### src/rtl/brainhack_core_pkg.sv
// Shared definitions for the brainhack execution core: opcode and FSM encodings
// plus the default widths used by the core, its stack and its bus interface.
package brainhack_core_pkg;

    localparam int unsigned DEF_TAPE_DATA_W  = 8;
    localparam int unsigned DEF_TAPE_ADDR_W  = 8;
    localparam int unsigned DEF_PRG_ADDR_W   = 8;
    localparam int unsigned DEF_STACK_ADDR_W = 4;
    localparam int unsigned OPCODE_W         = 3;

    // Bit0 set selects the increment / right / open variant of each pair.
    typedef enum logic [OPCODE_W-1:0] {
        OP_OUT   = 3'b000,
        OP_IN    = 3'b001,
        OP_DEC   = 3'b010,
        OP_INC   = 3'b011,
        OP_LEFT  = 3'b100,
        OP_RIGHT = 3'b101,
        OP_CLOSE = 3'b110,
        OP_OPEN  = 3'b111
    } opcode_e;

    typedef enum logic [2:0] {
        S_IDLE  = 3'd0,
        S_FETCH = 3'd1,
        S_EXEC  = 3'd2,
        S_SKIP  = 3'd3,
        S_HALT  = 3'd4,
        S_ERROR = 3'd5
    } state_e;

endpackage

### src/rtl/brainhack_core_if.sv
// Program memory, tape memory and host byte-stream signals of the brainhack core.
// Signal names are from the core's point of view; master = core, slave = environment.
interface brainhack_core_if
    import brainhack_core_pkg::*;
#(
    parameter int unsigned TAPE_DATA_W = DEF_TAPE_DATA_W,
    parameter int unsigned TAPE_ADDR_W = DEF_TAPE_ADDR_W,
    parameter int unsigned PRG_ADDR_W  = DEF_PRG_ADDR_W
);
    logic [PRG_ADDR_W-1:0]  o_prg_addr;
    logic [OPCODE_W-1:0]    i_prg_data;
    logic [TAPE_ADDR_W-1:0] o_tape_addr;
    logic [TAPE_DATA_W-1:0] i_tape_rdata;
    logic                   o_tape_we;
    logic [TAPE_DATA_W-1:0] o_tape_wdata;
    logic                   o_out_valid;
    logic                   i_out_ready;
    logic [TAPE_DATA_W-1:0] o_out_data;
    logic                   i_in_valid;
    logic                   o_in_ready;
    logic [TAPE_DATA_W-1:0] i_in_data;

    modport master (
        output o_prg_addr,  input  i_prg_data,
        output o_tape_addr, input  i_tape_rdata,
        output o_tape_we,   output o_tape_wdata,
        output o_out_valid, input  i_out_ready, output o_out_data,
        input  i_in_valid,  output o_in_ready,  input  i_in_data
    );

    modport slave (
        input  o_prg_addr,  output i_prg_data,
        input  o_tape_addr, output i_tape_rdata,
        input  o_tape_we,   input  o_tape_wdata,
        input  o_out_valid, output i_out_ready, input  o_out_data,
        output i_in_valid,  input  o_in_ready,  output i_in_data
    );

endinterface

### src/rtl/brainhack_stack.sv
// LIFO of loop-start addresses; reset clears the entry count only, not the storage.
module brainhack_stack #(
    parameter int unsigned DATA_W = 8,
    parameter int unsigned ADDR_W = 4
) (
    input  logic              i_clock,
    input  logic              i_reset,
    input  logic              i_push,
    input  logic              i_pop,
    input  logic [DATA_W-1:0] i_data,
    output logic [DATA_W-1:0] o_top,
    output logic [ADDR_W:0]   o_count,
    output logic              o_full,
    output logic              o_empty
);
    localparam int unsigned DEPTH = 1 << ADDR_W;

    logic [DATA_W-1:0] r_mem [DEPTH];
    logic [ADDR_W:0]   r_count;
    logic [ADDR_W-1:0] w_wr_idx;
    logic [ADDR_W-1:0] w_top_idx;
    logic              w_do_push;
    logic              w_do_pop;

    assign w_wr_idx  = r_count[ADDR_W-1:0];
    assign w_top_idx = w_wr_idx - ADDR_W'(1);
    assign o_full    = (r_count == (ADDR_W+1)'(DEPTH));
    assign o_empty   = (r_count == '0);
    assign o_count   = r_count;
    assign o_top     = r_mem[w_top_idx];
    assign w_do_push = i_push & ~o_full;
    assign w_do_pop  = i_pop & ~o_empty;

    always_ff @(posedge i_clock) begin
        if (w_do_push && !i_reset) begin
            r_mem[w_wr_idx] <= i_data;
        end
    end

    always_ff @(posedge i_clock) begin
        if (i_reset) begin
            r_count <= '0;
        end else if (w_do_push) begin
            r_count <= r_count + (ADDR_W+1)'(1);
        end else if (w_do_pop) begin
            r_count <= r_count - (ADDR_W+1)'(1);
        end
    end

endmodule

### src/rtl/brainhack_core.sv
// Brainhack execution core: fetch/execute FSM with forward bracket skip, byte I/O
// handshakes, halt and loop-stack error detection. Memories are external.
module brainhack_core
    import brainhack_core_pkg::*;
#(
    parameter int unsigned TAPE_DATA_W  = DEF_TAPE_DATA_W,
    parameter int unsigned TAPE_ADDR_W  = DEF_TAPE_ADDR_W,
    parameter int unsigned PRG_ADDR_W   = DEF_PRG_ADDR_W,
    parameter int unsigned STACK_ADDR_W = DEF_STACK_ADDR_W
) (
    input  logic                    i_clock,
    input  logic                    i_reset,
    input  logic                    i_start,
    input  logic [PRG_ADDR_W-1:0]   i_prg_len,
    brainhack_core_if.master        bus,
    output logic                    o_busy,
    output logic                    o_halted,
    output logic                    o_error,
    output logic [STACK_ADDR_W:0]   o_stack_count
);
    state_e                 r_state, w_state_nxt;
    logic [PRG_ADDR_W-1:0]  r_pc, w_pc_nxt;
    logic [TAPE_ADDR_W-1:0] r_ptr, w_ptr_nxt;
    opcode_e                r_ir, w_ir_nxt;
    logic [PRG_ADDR_W-1:0]  r_skip_depth, w_skip_nxt;
    logic                   r_busy, r_halted, r_error;

    logic                   w_push, w_pop, w_clear;
    logic                   w_tape_we, w_out_valid, w_in_ready;
    logic [TAPE_DATA_W-1:0] w_tape_wdata;
    logic [PRG_ADDR_W-1:0]  w_stack_top;
    logic                   w_stack_full, w_stack_empty;
    logic                   w_cell_zero, w_at_end;
    logic [PRG_ADDR_W-1:0]  w_pc_inc;
    opcode_e                w_prg_op;

    assign w_cell_zero = (bus.i_tape_rdata == '0);
    assign w_at_end    = (r_pc == i_prg_len);
    assign w_pc_inc    = r_pc + PRG_ADDR_W'(1);
    assign w_prg_op    = opcode_e'(bus.i_prg_data);

    brainhack_stack #(
        .DATA_W (PRG_ADDR_W),
        .ADDR_W (STACK_ADDR_W)
    ) u_stack (
        .i_clock (i_clock),
        .i_reset (i_reset | w_clear),
        .i_push  (w_push),
        .i_pop   (w_pop),
        .i_data  (r_pc),
        .o_top   (w_stack_top),
        .o_count (o_stack_count),
        .o_full  (w_stack_full),
        .o_empty (w_stack_empty)
    );

    // Next-state, datapath updates and the combinational memory/handshake strobes.
    always_comb begin
        w_state_nxt  = r_state;
        w_pc_nxt     = r_pc;
        w_ptr_nxt    = r_ptr;
        w_ir_nxt     = r_ir;
        w_skip_nxt   = r_skip_depth;
        w_push       = 1'b0;
        w_pop        = 1'b0;
        w_clear      = 1'b0;
        w_tape_we    = 1'b0;
        w_tape_wdata = '0;
        w_out_valid  = 1'b0;
        w_in_ready   = 1'b0;

        case (r_state)
            S_IDLE, S_HALT, S_ERROR: begin
                if (i_start) begin
                    w_state_nxt = S_FETCH;
                    w_pc_nxt    = '0;
                    w_ptr_nxt   = '0;
                    w_skip_nxt  = '0;
                    w_clear     = 1'b1;
                end
            end
            S_FETCH: begin
                if (w_at_end) begin
                    w_state_nxt = S_HALT;
                end else begin
                    w_ir_nxt    = w_prg_op;
                    w_state_nxt = S_EXEC;
                end
            end
            S_EXEC: begin
                w_state_nxt = S_FETCH;
                w_pc_nxt    = w_pc_inc;
                case (r_ir)
                    OP_INC: begin
                        w_tape_we    = 1'b1;
                        w_tape_wdata = bus.i_tape_rdata + TAPE_DATA_W'(1);
                    end
                    OP_DEC: begin
                        w_tape_we    = 1'b1;
                        w_tape_wdata = bus.i_tape_rdata - TAPE_DATA_W'(1);
                    end
                    OP_RIGHT: w_ptr_nxt = r_ptr + TAPE_ADDR_W'(1);
                    OP_LEFT:  w_ptr_nxt = r_ptr - TAPE_ADDR_W'(1);
                    OP_OPEN: begin
                        if (w_cell_zero) begin
                            w_skip_nxt  = PRG_ADDR_W'(1);
                            w_state_nxt = S_SKIP;
                        end else if (w_stack_full) begin
                            w_pc_nxt    = r_pc;
                            w_state_nxt = S_ERROR;
                        end else begin
                            w_push = 1'b1;
                        end
                    end
                    OP_CLOSE: begin
                        if (w_stack_empty) begin
                            w_pc_nxt    = r_pc;
                            w_state_nxt = S_ERROR;
                        end else if (!w_cell_zero) begin
                            w_pc_nxt = w_stack_top + PRG_ADDR_W'(1);
                        end else begin
                            w_pop = 1'b1;
                        end
                    end
                    OP_OUT: begin
                        w_out_valid = 1'b1;
                        if (!bus.i_out_ready) begin
                            w_pc_nxt    = r_pc;
                            w_state_nxt = S_EXEC;
                        end
                    end
                    OP_IN: begin
                        w_in_ready = 1'b1;
                        if (bus.i_in_valid) begin
                            w_tape_we    = 1'b1;
                            w_tape_wdata = bus.i_in_data;
                        end else begin
                            w_pc_nxt    = r_pc;
                            w_state_nxt = S_EXEC;
                        end
                    end
                    default: ;
                endcase
            end
            S_SKIP: begin
                if (w_at_end) begin
                    w_state_nxt = S_ERROR;
                end else begin
                    w_pc_nxt = w_pc_inc;
                    if (w_prg_op == OP_OPEN) begin
                        w_skip_nxt = r_skip_depth + PRG_ADDR_W'(1);
                    end else if (w_prg_op == OP_CLOSE) begin
                        w_skip_nxt = r_skip_depth - PRG_ADDR_W'(1);
                        if (r_skip_depth == PRG_ADDR_W'(1)) begin
                            w_state_nxt = S_FETCH;
                        end
                    end
                end
            end
            default: w_state_nxt = S_IDLE;
        endcase
    end

    always_ff @(posedge i_clock) begin
        if (i_reset) begin
            r_state      <= S_IDLE;
            r_pc         <= '0;
            r_ptr        <= '0;
            r_ir         <= OP_OUT;
            r_skip_depth <= '0;
            r_busy       <= 1'b0;
            r_halted     <= 1'b0;
            r_error      <= 1'b0;
        end else begin
            r_state      <= w_state_nxt;
            r_pc         <= w_pc_nxt;
            r_ptr        <= w_ptr_nxt;
            r_ir         <= w_ir_nxt;
            r_skip_depth <= w_skip_nxt;
            r_busy       <= (w_state_nxt == S_FETCH) || (w_state_nxt == S_EXEC) ||
                            (w_state_nxt == S_SKIP);
            r_halted     <= (w_state_nxt == S_HALT);
            r_error      <= (w_state_nxt == S_ERROR);
        end
    end

    // Strobes are suppressed while reset is asserted so no write or transfer can slip out.
    assign bus.o_prg_addr   = r_pc;
    assign bus.o_tape_addr  = r_ptr;
    assign bus.o_tape_we    = w_tape_we & ~i_reset;
    assign bus.o_tape_wdata = w_tape_wdata;
    assign bus.o_out_valid  = w_out_valid & ~i_reset;
    assign bus.o_out_data   = bus.i_tape_rdata;
    assign bus.o_in_ready   = w_in_ready & ~i_reset;
    assign o_busy           = r_busy;
    assign o_halted         = r_halted;
    assign o_error          = r_error;

endmodule
### src/flat_wrapper.sv
// flat-port wrapper written by rule: the top's interface ports become plain ports
module brainhack_core_flat import brainhack_core_pkg::*;
#(
    parameter int unsigned TAPE_DATA_W  = DEF_TAPE_DATA_W,
    parameter int unsigned TAPE_ADDR_W  = DEF_TAPE_ADDR_W,
    parameter int unsigned PRG_ADDR_W   = DEF_PRG_ADDR_W,
    parameter int unsigned STACK_ADDR_W = DEF_STACK_ADDR_W
)
  (i_clock, i_reset, i_start, i_prg_len, o_busy, o_halted, o_error, o_stack_count, bus_o_prg_addr, bus_i_prg_data, bus_o_tape_addr, bus_i_tape_rdata, bus_o_tape_we, bus_o_tape_wdata, bus_o_out_valid, bus_i_out_ready, bus_o_out_data, bus_i_in_valid, bus_o_in_ready, bus_i_in_data);
  brainhack_core_if #(.TAPE_DATA_W(TAPE_DATA_W), .TAPE_ADDR_W(TAPE_ADDR_W), .PRG_ADDR_W(PRG_ADDR_W)) bus_i ();
  input  logic i_clock;
  input  logic i_reset;
  input  logic i_start;
  input  logic [PRG_ADDR_W-1:0] i_prg_len;
  output logic o_busy;
  output logic o_halted;
  output logic o_error;
  output logic [STACK_ADDR_W:0] o_stack_count;
  output wire logic [$bits(bus_i.o_prg_addr)-1:0] bus_o_prg_addr;
  input wire logic [$bits(bus_i.i_prg_data)-1:0] bus_i_prg_data;
  output wire logic [$bits(bus_i.o_tape_addr)-1:0] bus_o_tape_addr;
  input wire logic [$bits(bus_i.i_tape_rdata)-1:0] bus_i_tape_rdata;
  output wire logic [$bits(bus_i.o_tape_we)-1:0] bus_o_tape_we;
  output wire logic [$bits(bus_i.o_tape_wdata)-1:0] bus_o_tape_wdata;
  output wire logic [$bits(bus_i.o_out_valid)-1:0] bus_o_out_valid;
  input wire logic [$bits(bus_i.i_out_ready)-1:0] bus_i_out_ready;
  output wire logic [$bits(bus_i.o_out_data)-1:0] bus_o_out_data;
  input wire logic [$bits(bus_i.i_in_valid)-1:0] bus_i_in_valid;
  output wire logic [$bits(bus_i.o_in_ready)-1:0] bus_o_in_ready;
  input wire logic [$bits(bus_i.i_in_data)-1:0] bus_i_in_data;
  assign bus_o_prg_addr = bus_i.o_prg_addr;
  assign bus_i.i_prg_data = bus_i_prg_data;
  assign bus_o_tape_addr = bus_i.o_tape_addr;
  assign bus_i.i_tape_rdata = bus_i_tape_rdata;
  assign bus_o_tape_we = bus_i.o_tape_we;
  assign bus_o_tape_wdata = bus_i.o_tape_wdata;
  assign bus_o_out_valid = bus_i.o_out_valid;
  assign bus_i.i_out_ready = bus_i_out_ready;
  assign bus_o_out_data = bus_i.o_out_data;
  assign bus_i.i_in_valid = bus_i_in_valid;
  assign bus_o_in_ready = bus_i.o_in_ready;
  assign bus_i.i_in_data = bus_i_in_data;
  brainhack_core #(.TAPE_DATA_W(TAPE_DATA_W), .TAPE_ADDR_W(TAPE_ADDR_W), .PRG_ADDR_W(PRG_ADDR_W), .STACK_ADDR_W(STACK_ADDR_W)) u_core (.i_clock(i_clock), .i_reset(i_reset), .i_start(i_start), .i_prg_len(i_prg_len), .bus(bus_i), .o_busy(o_busy), .o_halted(o_halted), .o_error(o_error), .o_stack_count(o_stack_count));
endmodule
### config.mk
export PLATFORM = sky130hd
export DESIGN_NAME = brainhack_core_flat
export DESIGN_NICKNAME = d
export VERILOG_FILES = /design/src/rtl/brainhack_core_pkg.sv /design/src/rtl/brainhack_core_if.sv /design/src/rtl/brainhack_stack.sv /design/src/rtl/brainhack_core.sv /design/src/flat_wrapper.sv
export SDC_FILE = /design/constraint.sdc
export NUM_CORES = 1
export LEC_CHECK = 0
export ABC_AREA = 1
export CORE_UTILIZATION = 48
export CTS_BUF_LIST = sky130_fd_sc_hd__clkbuf_8
export CTS_CLUSTER_SIZE = 20
export DETAILED_ROUTE_END_ITERATION = 6
export HOLD_SLACK_MARGIN = 0.06
export PLACE_DENSITY = 0.79
export SLEW_MARGIN = 20
export SYNTH_ARGS = -nofsm -noshare
export SYNTH_HDL_FRONTEND = slang
export SYNTH_SLANG_ARGS = --single-unit
### constraint.sdc
create_clock -name i_clock -period 9.2 [get_ports i_clock]
set_input_delay 2.76 -clock i_clock [delete_from_list [all_inputs] [get_ports i_clock]]
set_output_delay 2.76 -clock i_clock [all_outputs]
set_load 0.05 [all_outputs]
Word-level counts from Yosys, hierarchy flattened
Memory sizes are Yosys's and may differ from the RTL's.
Cells that the tools add are included.
{"block": "totals", "reg_bits": 38, "output_inout_bits": 43, "latchBits": 0, "ram_bits": 128, "inputBits": 32, "n_memories": 1, "romBits": 0, "wordCells": 135}
{"name": "u_core.u_stack.r_mem", "depth": 16, "word_bits": 8, "rd": 1, "rd_clocked_by_memory_dff": 0, "wr": 1, "line": "brainhack_stack.sv:18", "rtl": "logic [DATA_W-1:0] r_mem [DEPTH];"}
{"block": "op_classes", "mux": 55, "order_cmp": 0, "n_mul": 0, "add_sub_neg": 11, "div_mod_pow": 0, "shift": 0, "n_reduce_logical": 17, "n_eq_ne": 32, "n_bitwise": 10}
{"op": "8-bit 2-to-1 mux", "n": 15}
{"op": "8-bit one-hot mux with 3 select lines", "n": 3}
{"op": "8-bit by 1-bit adder with 8-bit output, second input constant", "n": 5}
{"op": "8-bit one-hot mux with 2 select lines", "n": 2}
{"op": "8-bit one-hot mux with 4 select lines", "n": 1}
{"op": "3-bit equality test, second input constant", "n": 10}
{"op": "3-bit 2-to-1 mux", "n": 9}
{"op": "3-bit one-hot mux with 4 select lines", "n": 2}
{"op": "8-bit by 1-bit subtractor with 8-bit output, second input constant", "n": 3}
{"op": "3-bit by 2-bit equality test with 1-bit output, second input constant", "n": 6}
{"op": "1-bit 2-to-1 mux", "n": 18}
{"op": "3-bit inequality test, second input constant", "n": 4}
{"op": "5-bit 2-to-1 mux", "n": 2}
{"op": "3-bit by 1-bit equality test with 1-bit output, second input constant", "n": 3}
{"op": "8-bit by 1-bit equality test with 1-bit output, second input constant", "n": 1}
{"op": "8-bit equality test", "n": 1}
{"op": "8-bit zero test", "n": 1}
{"op": "7-bit AND reduction", "n": 1}
{"op": "3-bit zero test", "n": 2}
{"op": "2-bit inequality test, second input constant", "n": 3}
{"op": "6-bit AND reduction", "n": 1}
{"op": "5-bit by 1-bit adder with 5-bit output, second input constant", "n": 1}
{"op": "1-bit AND", "n": 5}
{"op": "5-bit equality test, second input constant", "n": 1}
{"op": "other kinds (19)", "n": 25}

Logic depth before layout (Yosys ltp)
Gate-level depths: netlist of run 1.
{"block": "depth", "depth_word": 9, "mapped_depth": 20, "depth_no_buf": 18}

Modules after synthesis
Synthesis of run 1 repeated with hierarchy kept, for this count alone.
{"block": "unflattened", "hier_cells": 1013, "hier_area_um2": 8947.3}
{"mod": "brainhack_stack", "area_per_inst_um2": 5642.9, "n_inst": 1, "seq_area_each_um2": 3943.8, "cells_each": 458}
{"mod": "brainhack_core", "area_per_inst_um2": 3304.4, "n_inst": 1, "seq_area_each_um2": 660.6, "cells_each": 555}

Worst setup path after synthesis of run 1
Ideal clock, no wire load.
{"block": "synth_path", "kind": "in2out", "from": "in bus_i_tape_rdata[0]", "to": "out bus_o_tape_wdata[6]", "t_arrival_ns": 4.694, "required_time_ns": 6.440, "cell_stages": 9, "path_slack_ns": 1.746, "path_buffers": 0, "cell_sequence": "fa_1 nand2_1 a21boi_0 o21ai_0 nand2_1 a21oi_1 xnor2_1 nand2_1 a21oi_1"}
{"block": "synth_via", "elab_chain_cells": 3, "word_cells_on_any_way": 4, "cone_classes": "add/sub (2); mux (2)"}
{"item": "start, declared", "line": "flat_wrapper.sv:22", "rtl": "input wire logic [$bits(bus_i.i_tape_rdata)-1:0] bus_i_tape_rdata;"}
{"item": "8-bit by 1-bit subtractor with 8-bit output / 8-bit by 1-bit adder with 8-bit output (equally long branches)", "line": "brainhack_core.sv:100, brainhack_core.sv:96"}
{"item": "8-bit one-hot mux with 3 select lines (*)", "line": "brainhack_core.sv:93", "rtl": "case (r_ir)"}
{"item": "8-bit 2-to-1 mux (*)", "line": "brainhack_core.sv:72", "rtl": "case (r_state)"}
{"item": "end, declared", "line": "flat_wrapper.sv:24", "rtl": "output wire logic [$bits(bus_i.o_tape_wdata)-1:0] bus_o_tape_wdata;"}
Mark *: on every way between the ends. The rest lies on a longest branch, timed or not.

Worst setup path in the final report of run 1
Ends and elaborated chain as after synthesis.

==> metrics.txt, run 1 <==
outcome=complete, no violations; fraction of final layout cells sized beyond drive strength 1=0.0683; DPL Wire Length=around 14000 µm; dpl cells=1295; post-CTS clock slew at the launch and capture registers of the worst setup and hold paths=approximately 0.10 ns; Max Cap Violations=0; RSZ-0062 raised after global routing=no; tightest hold margin=around 0.50 ns; worst-case vdd ir drop=0.0953 mV; cell leakage power=between 4 and 5 nW; # IOs=75; clock root cell=sky130_fd_sc_hd__clkbuf_8; remaining design rule violation count=0; Setup crit start kind=primary input; pin count of the biggest net entering global routing=70; number of cells on the worst reg-to-reg path=18; global-route wire length before repair=approximately 34000 µm; syn_area_per_cell=a little under 9 µm²; Total Power Consumption=roughly 1.7 mW; number of endpoints failing setup at the final stage=0; Final Worst Setup Slack=between 0.7 and 0.8 ns; clock period minus final worst setup slack=about 8.5 ns; growth of design area from synthesis to finish=14.2%; number of failing hold endpoints at the final stage=0; cell area after synthesis=between 8000 and 9000 µm²; antenna diode instance count=0; nature of the critical path endpoint=primary output; actual transition at the worst max-transition pin=1.09 ns; Std-Cell Core Area=18000 µm²; critical path, cell by cell=clkdlybuf4s50_1 -> fa_1 -> nand2_1 -> a21boi_0 -> o21ai_0 -> nand2_1 -> a21oi_1 -> xnor2_1 -> nand2_1 -> a21oi_1 -> clkdlybuf4s50_1; CTS tree=yes; Total Routed Length=approximately 21000 µm; violation count after the first detailed-routing iteration=roughly 630; commonest cells after routing, fill and taps aside=279 x sky130_fd_sc_hd__nand2_1, 128 x sky130_fd_sc_hd__edfxtp_1, 104 x sky130_fd_sc_hd__nand3_1; power per cell area=around 170 nW/µm²; critical path start-end classification=in2out; last weighted congestion value of the routability-driven placer=0.864; Final Skew=around 0.014 ns; Setup TNS Final=0 ns; number of cells traversed by the worst hold path=2; register area share after synthesis=0.521; number of global-route vias before repair=between 6000 and 7000; worst slew margin relative to its limit=0.268; aggregate global-route resource usage=0.241; effective utilization at floorplan=0.490; number of I/O port buffers=between 70 and 80; yosys synthesis warning count=0; largest driver fanout on the critical path=5; master of the slowest instance on the critical path=sky130_fd_sc_hd__clkdlybuf4s50_1; width of the die=roughly 140 µm; number of sinks on the clock net=roughly 170; Net Count, Synth=1082; critical path depth=11; CTS resizes=0; Hold WC Path Type=reg2reg; die area=approximately 19000 µm²; Nets=about 1100; global route total overflow=0; data required time at the worst endpoint=6.44 ns; number of instances in the synthesized netlist=between 1000 and 1500; Routed WL per cell=16.0 µm; placement-stage worst setup slack=0.814 ns; average via count per standard cell=about 5.4; Top delay family on crit path=buffers and inverters; Critical Path Most Common Cell=sky130_fd_sc_hd__nand2_1; Slowest Stage Delay on Critical Path=0.82 ns; total number of H-tree levels=4; ANT nets after route=0; TritonCTS Buffers=17; source-to-sink clock delay at the later pin of the worst-skew pair=~0.47 ns; critical path data arrival time=about 5.7 ns; number of rows created at floorplan=between 40 and 50; antenna violations before repair=0; Detailed Routing Iterations Pass 1=5; DR vias=7180; number of buffers inserted by hold repair at cts=0; total of flip-flops plus latches after synthesis=~170; Max Fclk=roughly 120 MHz; non-filler cells, final=~1300; Final Max Tran Viols=0; Die Y=between 100 and 150 µm; number of library cell types mapped by synthesis=between 40 and 50; number of buffers and inverters on the critical path=2; maximum root-to-sink buffer count=2; most frequent standard cell in the layout excluding fill and tap cells=sky130_fd_sc_hd__nand2_1; Tcrit/Tclk final=0.920; Setup Buffers After CTS=0
routing by layer:
layer	GRT usage	vias to the layer above	routed length, µm
li1	-	3510	-
met1	0.296	3322	8790
met2	0.405	301	10300
met3	0.0545	47	1600
met4	0.102	0	568
met5	0	-	0
sequential cells by signal, summed over array words and instances (netlist names):
| signal | count |
|---|---|
| u_core.r_skip_depth | 8 |
| u_core.bus.o_prg_addr | 8 |
| u_core.o_busy | 1 |
| u_core.r_state | 3 |
| u_core.u_stack.o_count | 5 |
| u_core.u_stack.r_mem | 128 |
| u_core.bus.o_tape_addr | 8 |
| u_core.o_error | 1 |
| u_core.o_halted | 1 |
| u_core.r_ir | 3 |
report_power, final:
part	switching [mW]	internal (mW)
logic	0.227	0.109
registers	0.0315	0.851
clock network	0.304	0.203
Yosys cell counts (all sizes together):
| cell type | instances | area share |
|---|---|---|
| a22oi | 2 | 0.0017 |
| nor4 | 3 | 0.0028 |
| nor2 | 102 | 0.048 |
| a21boi | 2 | 0.0021 |
| a21oi | 68 | 0.039 |
| o211ai | 3 | 0.0025 |
| o311ai | 1 | 0.00099 |
| nand2 | 285 | 0.12 |
| a32oi | 1 | 0.00099 |
| fa | 3 | 0.0068 |
| inv | 105 | 0.045 |
| clkbuf | 8 | 0.0034 |
| clkinv | 1 | 0.00042 |
| nand4 | 4 | 0.0028 |
| xnor2 | 5 | 0.0050 |
| edfxtp | 128 | 0.44 |
| or2 | 6 | 0.0043 |
| dfxtp | 38 | 0.086 |
| o21ai | 38 | 0.022 |
| nand3b | 7 | 0.0059 |
| ha | 27 | 0.038 |
| a31oi | 1 | 0.00071 |
| nand3 | 104 | 0.059 |
| buf | 31 | 0.025 |
| o21a | 2 | 0.0017 |
| xor2 | 25 | 0.025 |
| nor3 | 15 | 0.0091 |
| a211oi | 5 | 0.0043 |
worst register-to-register path: stages (launching register included):
cell,delay [ns]
sky130_fd_sc_hd__dfxtp_1,0.46
sky130_fd_sc_hd__inv_1,0.22
sky130_fd_sc_hd__ha_1,0.32
sky130_fd_sc_hd__buf_4,0.26
sky130_fd_sc_hd__inv_1,0.34
sky130_fd_sc_hd__buf_4,0.33
sky130_fd_sc_hd__nand3_1,0.12
sky130_fd_sc_hd__nand3_1,0.10
sky130_fd_sc_hd__nand3_1,0.16
sky130_fd_sc_hd__nand2_2,0.17
sky130_fd_sc_hd__ha_1,0.18
sky130_fd_sc_hd__inv_1,0.07
sky130_fd_sc_hd__nor2_4,0.12
sky130_fd_sc_hd__nand2_2,0.06
sky130_fd_sc_hd__nor2_1,0.08
sky130_fd_sc_hd__nand2_1,0.05
sky130_fd_sc_hd__nand3_1,0.07
sky130_fd_sc_hd__nand2_1,0.05
sky130_fd_sc_hd__a21oi_1,0.20
worst paths after layout:
| kind | to | slack (ns) | from |
|---|---|---|---|
| hold / removal | u_core.bus.o_tape_addr[5] | 0.50 | u_core.bus.o_tape_addr[5] |
| hold reg to reg | u_core.bus.o_tape_addr[5] | 0.50 | u_core.bus.o_tape_addr[5] |
| setup reg to reg | u_core.bus.o_prg_addr[6] | 5.72 | u_core.u_stack.o_count[1] |
| setup / recovery | bus_o_tape_wdata[6] | 0.74 | bus_i_tape_rdata[0] |
stage by stage:
step / instance area, µm² / util
after CTS: 10100 / 0.560
after global routing: 10100 / 0.560
final: 10100 / 0.560
after global placement: 9700 / 0.538
after floorplan: 8830 / -
after detailed placement: 9700 / 0.538
layout make-up:
cell class,instances,area (µm²)
fill,1573,7940
clock inverter,15,159
timing repair buffer,85,823
tap,229,287
clock buffer,17,234
multi-input combinational,709,3580
inverter,106,403
sequential,166,4610
cells by family (layout without fill, tap and decap cells):
family	Yosys count	count (layout)	synth area share
and+or+nand+nor	526	526	0.255
DFF	166	166	0.521
buffers and inverters	145	223	0.0735
AOI/OAI and AO/OA	123	123	0.0751
adders and majority gates	30	30	0.0450
xor gates and xnor gates	30	30	0.0297
Note: power is estimated with default switching activity, not from simulation.
==> run 2: changes to the inputs <==
--- a/config.mk
+++ b/config.mk
@@ -11,6 +11,7 @@
 export CTS_CLUSTER_SIZE = 20
 export DETAILED_ROUTE_END_ITERATION = 6
 export HOLD_SLACK_MARGIN = 0.06
+export MAX_ROUTING_LAYER = met4
 export PLACE_DENSITY = 0.79
 export SLEW_MARGIN = 20
 export SYNTH_ARGS = -nofsm -noshare
==> metrics.txt, run 2 (same netlist as run 1, synthesis figures left out) <==
actual transition at the worst max-transition pin=1.02 ns (-0.0702 ns); average via count per standard cell=5.43 (+0.36%); Max Cap Violations=0 (unchanged); outcome=complete, no violations; last weighted congestion value of the routability-driven placer=0.873 (+1.1%); master of the slowest instance on the critical path=sky130_fd_sc_hd__clkdlybuf4s50_1; power per cell area=174 nW/µm² (+1.6%); worst-case vdd ir drop=0.0908 mV (-4.8%); antenna violations before repair=0 (unchanged); design internal power=1.21 mW (+3.9%); post-CTS clock slew at the launch and capture registers of the worst setup and hold paths=0.09 ns (about the same); clock period minus final worst setup slack=8.38 ns (-0.0870 ns); DPL Wire Length=14200 µm (-0.68%); width of the die=138 µm (unchanged); number of cells traversed by the worst hold path=2 (unchanged); number of flip-flops in the largest register=128 (unchanged); Hold Crit Start=u_core.bus.o_tape_addr[3]; Final Max Tran Viols=0 (unchanged); final standard cell area without fillers=10100 µm² (about the same); Slowest Stage Delay on Critical Path=0.81 ns (about the same); Final Skew=0.0151 ns (+0.000992 ns); Routed WL per cell=16.1 µm (+0.53%); # IOs=75 (unchanged); remaining design rule violation count=0 (unchanged); effective utilization at floorplan=0.490 (unchanged); Top delay family on crit path=buffers and inverters; pin count of the biggest net entering global routing=67 (-4.3%); DR vias=7206 (+0.36%); antenna diode instance count=0 (unchanged); aggregate global-route resource usage=0.246 (+0.00558); CTS tree=yes; critical path, cell by cell=clkdlybuf4s50_1 -> fa_1 -> nand2_1 -> a21boi_0 -> o21ai_0 -> nand2_1 -> a21oi_1 -> xnor2_1 -> nand2_1 -> a21oi_1 -> clkdlybuf4s50_1; critical path start-end classification=in2out; Cell Area, Placed=9700 µm² (unchanged); Worst R2R Start=u_core.u_stack.o_count[0]; net switching power=0.545 mW (-3.0%); Std-Cell Core Area=18000 µm² (unchanged); Tcrit/Tclk final=0.910 (-0.00946); number of failing hold endpoints at the final stage=0 (unchanged); die area=18900 µm² (unchanged); Nets=1147 (unchanged); register with the most flip-flops=u_core.u_stack.r_mem; fraction of final layout cells sized beyond drive strength 1=0.0683 (unchanged); final core area utilization=0.560 (about the same); R2R setup slack=5.76 ns (+0.04 ns); relative contribution of the clock network to total power=0.305 (+0.011); Seq pwr share=0.504 (-0.007); sw frac=0.311 (-0.0150); tightest hold margin=0.500 ns (-0.00258 ns); Setup Buffers After CTS=0 (unchanged); clock root cell=sky130_fd_sc_hd__clkbuf_8; total number of H-tree levels=4 (unchanged); number of rows created at floorplan=49 (unchanged); ANT nets after route=0 (unchanged); CTS resizes=0 (unchanged); Setup crit start kind=primary input; commonest cells after routing, fill and taps aside=279 x sky130_fd_sc_hd__nand2_1, 128 x sky130_fd_sc_hd__edfxtp_1, 104 x sky130_fd_sc_hd__nand3_1; Critical Path Most Common Cell=sky130_fd_sc_hd__nand2_1; Setup TNS Final=0 ns (unchanged); data required time at the worst endpoint=6.44 ns (about the same); violation count after the first detailed-routing iteration=637 (+0.79%); Max Fclk=119 MHz (+1.0%); number of endpoints failing setup at the final stage=0 (unchanged); Die Y=138 µm (unchanged); global route total overflow=0 (unchanged); Hold WC Path Type=reg2reg; maximum root-to-sink buffer count=2 (unchanged); number of cells on the worst reg-to-reg path=18 (unchanged); capturing point of the worst reg2reg path=u_core.bus.o_prg_addr[6]; worst min-delay path endpoint=u_core.bus.o_tape_addr[3]; largest driver fanout on the critical path=5 (unchanged); number of fillers in the final layout=1554 (-1.2%); nature of the critical path endpoint=primary output; cell leakage power=4.05 nW (+0.25%); Total Routed Length=21400 µm (+0.53%); most frequent standard cell in the layout excluding fill and tap cells=sky130_fd_sc_hd__nand2_1; critical path data arrival time=5.62 ns (-0.08 ns); RSZ-0062 raised after global routing=no; worst slew margin relative to its limit=0.315 (+0.0471); number of buffers and inverters on the critical path=2 (unchanged); number of sinks on the clock net=166 (unchanged); number of I/O port buffers=74 (unchanged); number of buffers inserted by hold repair at cts=0 (unchanged); source-to-sink clock delay at the later pin of the worst-skew pair=0.46 ns (about the same); combinational share of power=0.190 (-0.004); global-route wire length before repair=34100 µm (-0.77%); TritonCTS Buffers=17 (unchanged); Detailed Routing Iterations Pass 1=5 (unchanged); growth of design area from synthesis to finish=14.3% (about the same); number of global-route vias before repair=6899 (-0.89%)
-- run 2: changes by cell type in the layout (fill, tap and decap cells not counted) --
cell / before / now
sky130_fd_sc_hd__clkinv_2: 0 / 3
sky130_fd_sc_hd__clkinv_8: 3 / 0
sky130_fd_sc_hd__inv_6: 3 / 5
sky130_fd_sc_hd__inv_8: 4 / 3
sky130_fd_sc_hd__bufinv_16: 0 / 2
sky130_fd_sc_hd__clkinv_4: 4 / 1
-- run 2: power by group through the flow --
stage,combinational (mW),sequential [mW],clock [mW]
6_report,0.334,0.884,0.536
5_1_grt,0.367,0.887,0.568
4_1_cts,0.331,0.883,0.539
3_5_place_dp,0.329,0.900,0
3_3_place_gp,0.323,0.900,0
2_1_floorplan,0.176,0.937,0
-- run 2: per-layer routing --
metal  part of all wire  vias up  wire length (µm)  GRT usage
met5                  0        -                 0          -
met4              0.023        0               484     0.0879
met3              0.082       43              1760     0.0537
met2               0.48      308             10200      0.401
met1               0.42     3348              8890      0.301
li1                   -     3507                 -          -
-- run 2: cell type report --
type / count / area (µm²) / area share
repair buffers: 85 / 823 / 0.0815
inverters: 106 / 403 / 0.0399
flip-flops and latches: 166 / 4610 / 0.456
clock buffers: 17 / 234 / 0.0232
clock inverters: 15 / 165 / 0.0164
multi-input cells: 709 / 3580 / 0.354
well taps: 229 / 287 / 0.0284
-- run 2: per-stage QoR --
step,cells,worst slack [ns],power (mW)
after floorplan,1020,1.75,1.11
after global placement,1295,0.895,1.22
after detailed placement,1295,0.874,1.23
after CTS,1327,0.846,1.75
after global routing,1327,0.635,1.82
final,1327,0.823,1.75
-- run 2: worst max path at each step --
stage / from / end / slack (ns) / cells past startpoint
final: bus_i_tape_rdata[0] / bus_o_tape_wdata[6] / 0.82 / 11
after global routing: bus_i_tape_rdata[0] / bus_o_tape_wdata[6] / 0.64 / 11
after CTS: bus_i_tape_rdata[0] / bus_o_tape_wdata[6] / 0.85 / 11
after detailed placement: bus_i_tape_rdata[0] / bus_o_tape_wdata[6] / 0.87 / 11
after global placement: bus_i_tape_rdata[0] / bus_o_tape_wdata[6] / 0.90 / 11
after floorplan: bus_i_tape_rdata[0] / bus_o_tape_wdata[6] / 1.75 / 9
-- run 2: tightest hold or removal path: cells and delay by family, from the launching register on --
family / cells / cell delay, ns
flops: 1 / 0.34
compound gates: 1 / 0.05
simple gates: 1 / 0.07
==> run 3: changes to the inputs <==
--- a/config.mk
+++ b/config.mk
@@ -13,7 +13,7 @@
 export HOLD_SLACK_MARGIN = 0.06
 export MAX_ROUTING_LAYER = met4
 export PLACE_DENSITY = 0.79
-export SLEW_MARGIN = 20
+export SLEW_MARGIN = 0
 export SYNTH_ARGS = -nofsm -noshare
 export SYNTH_HDL_FRONTEND = slang
 export SYNTH_SLANG_ARGS = --single-unit
==> results of run 3 <==
The final DEF is identical to that of run 2; final timing and power are the same.
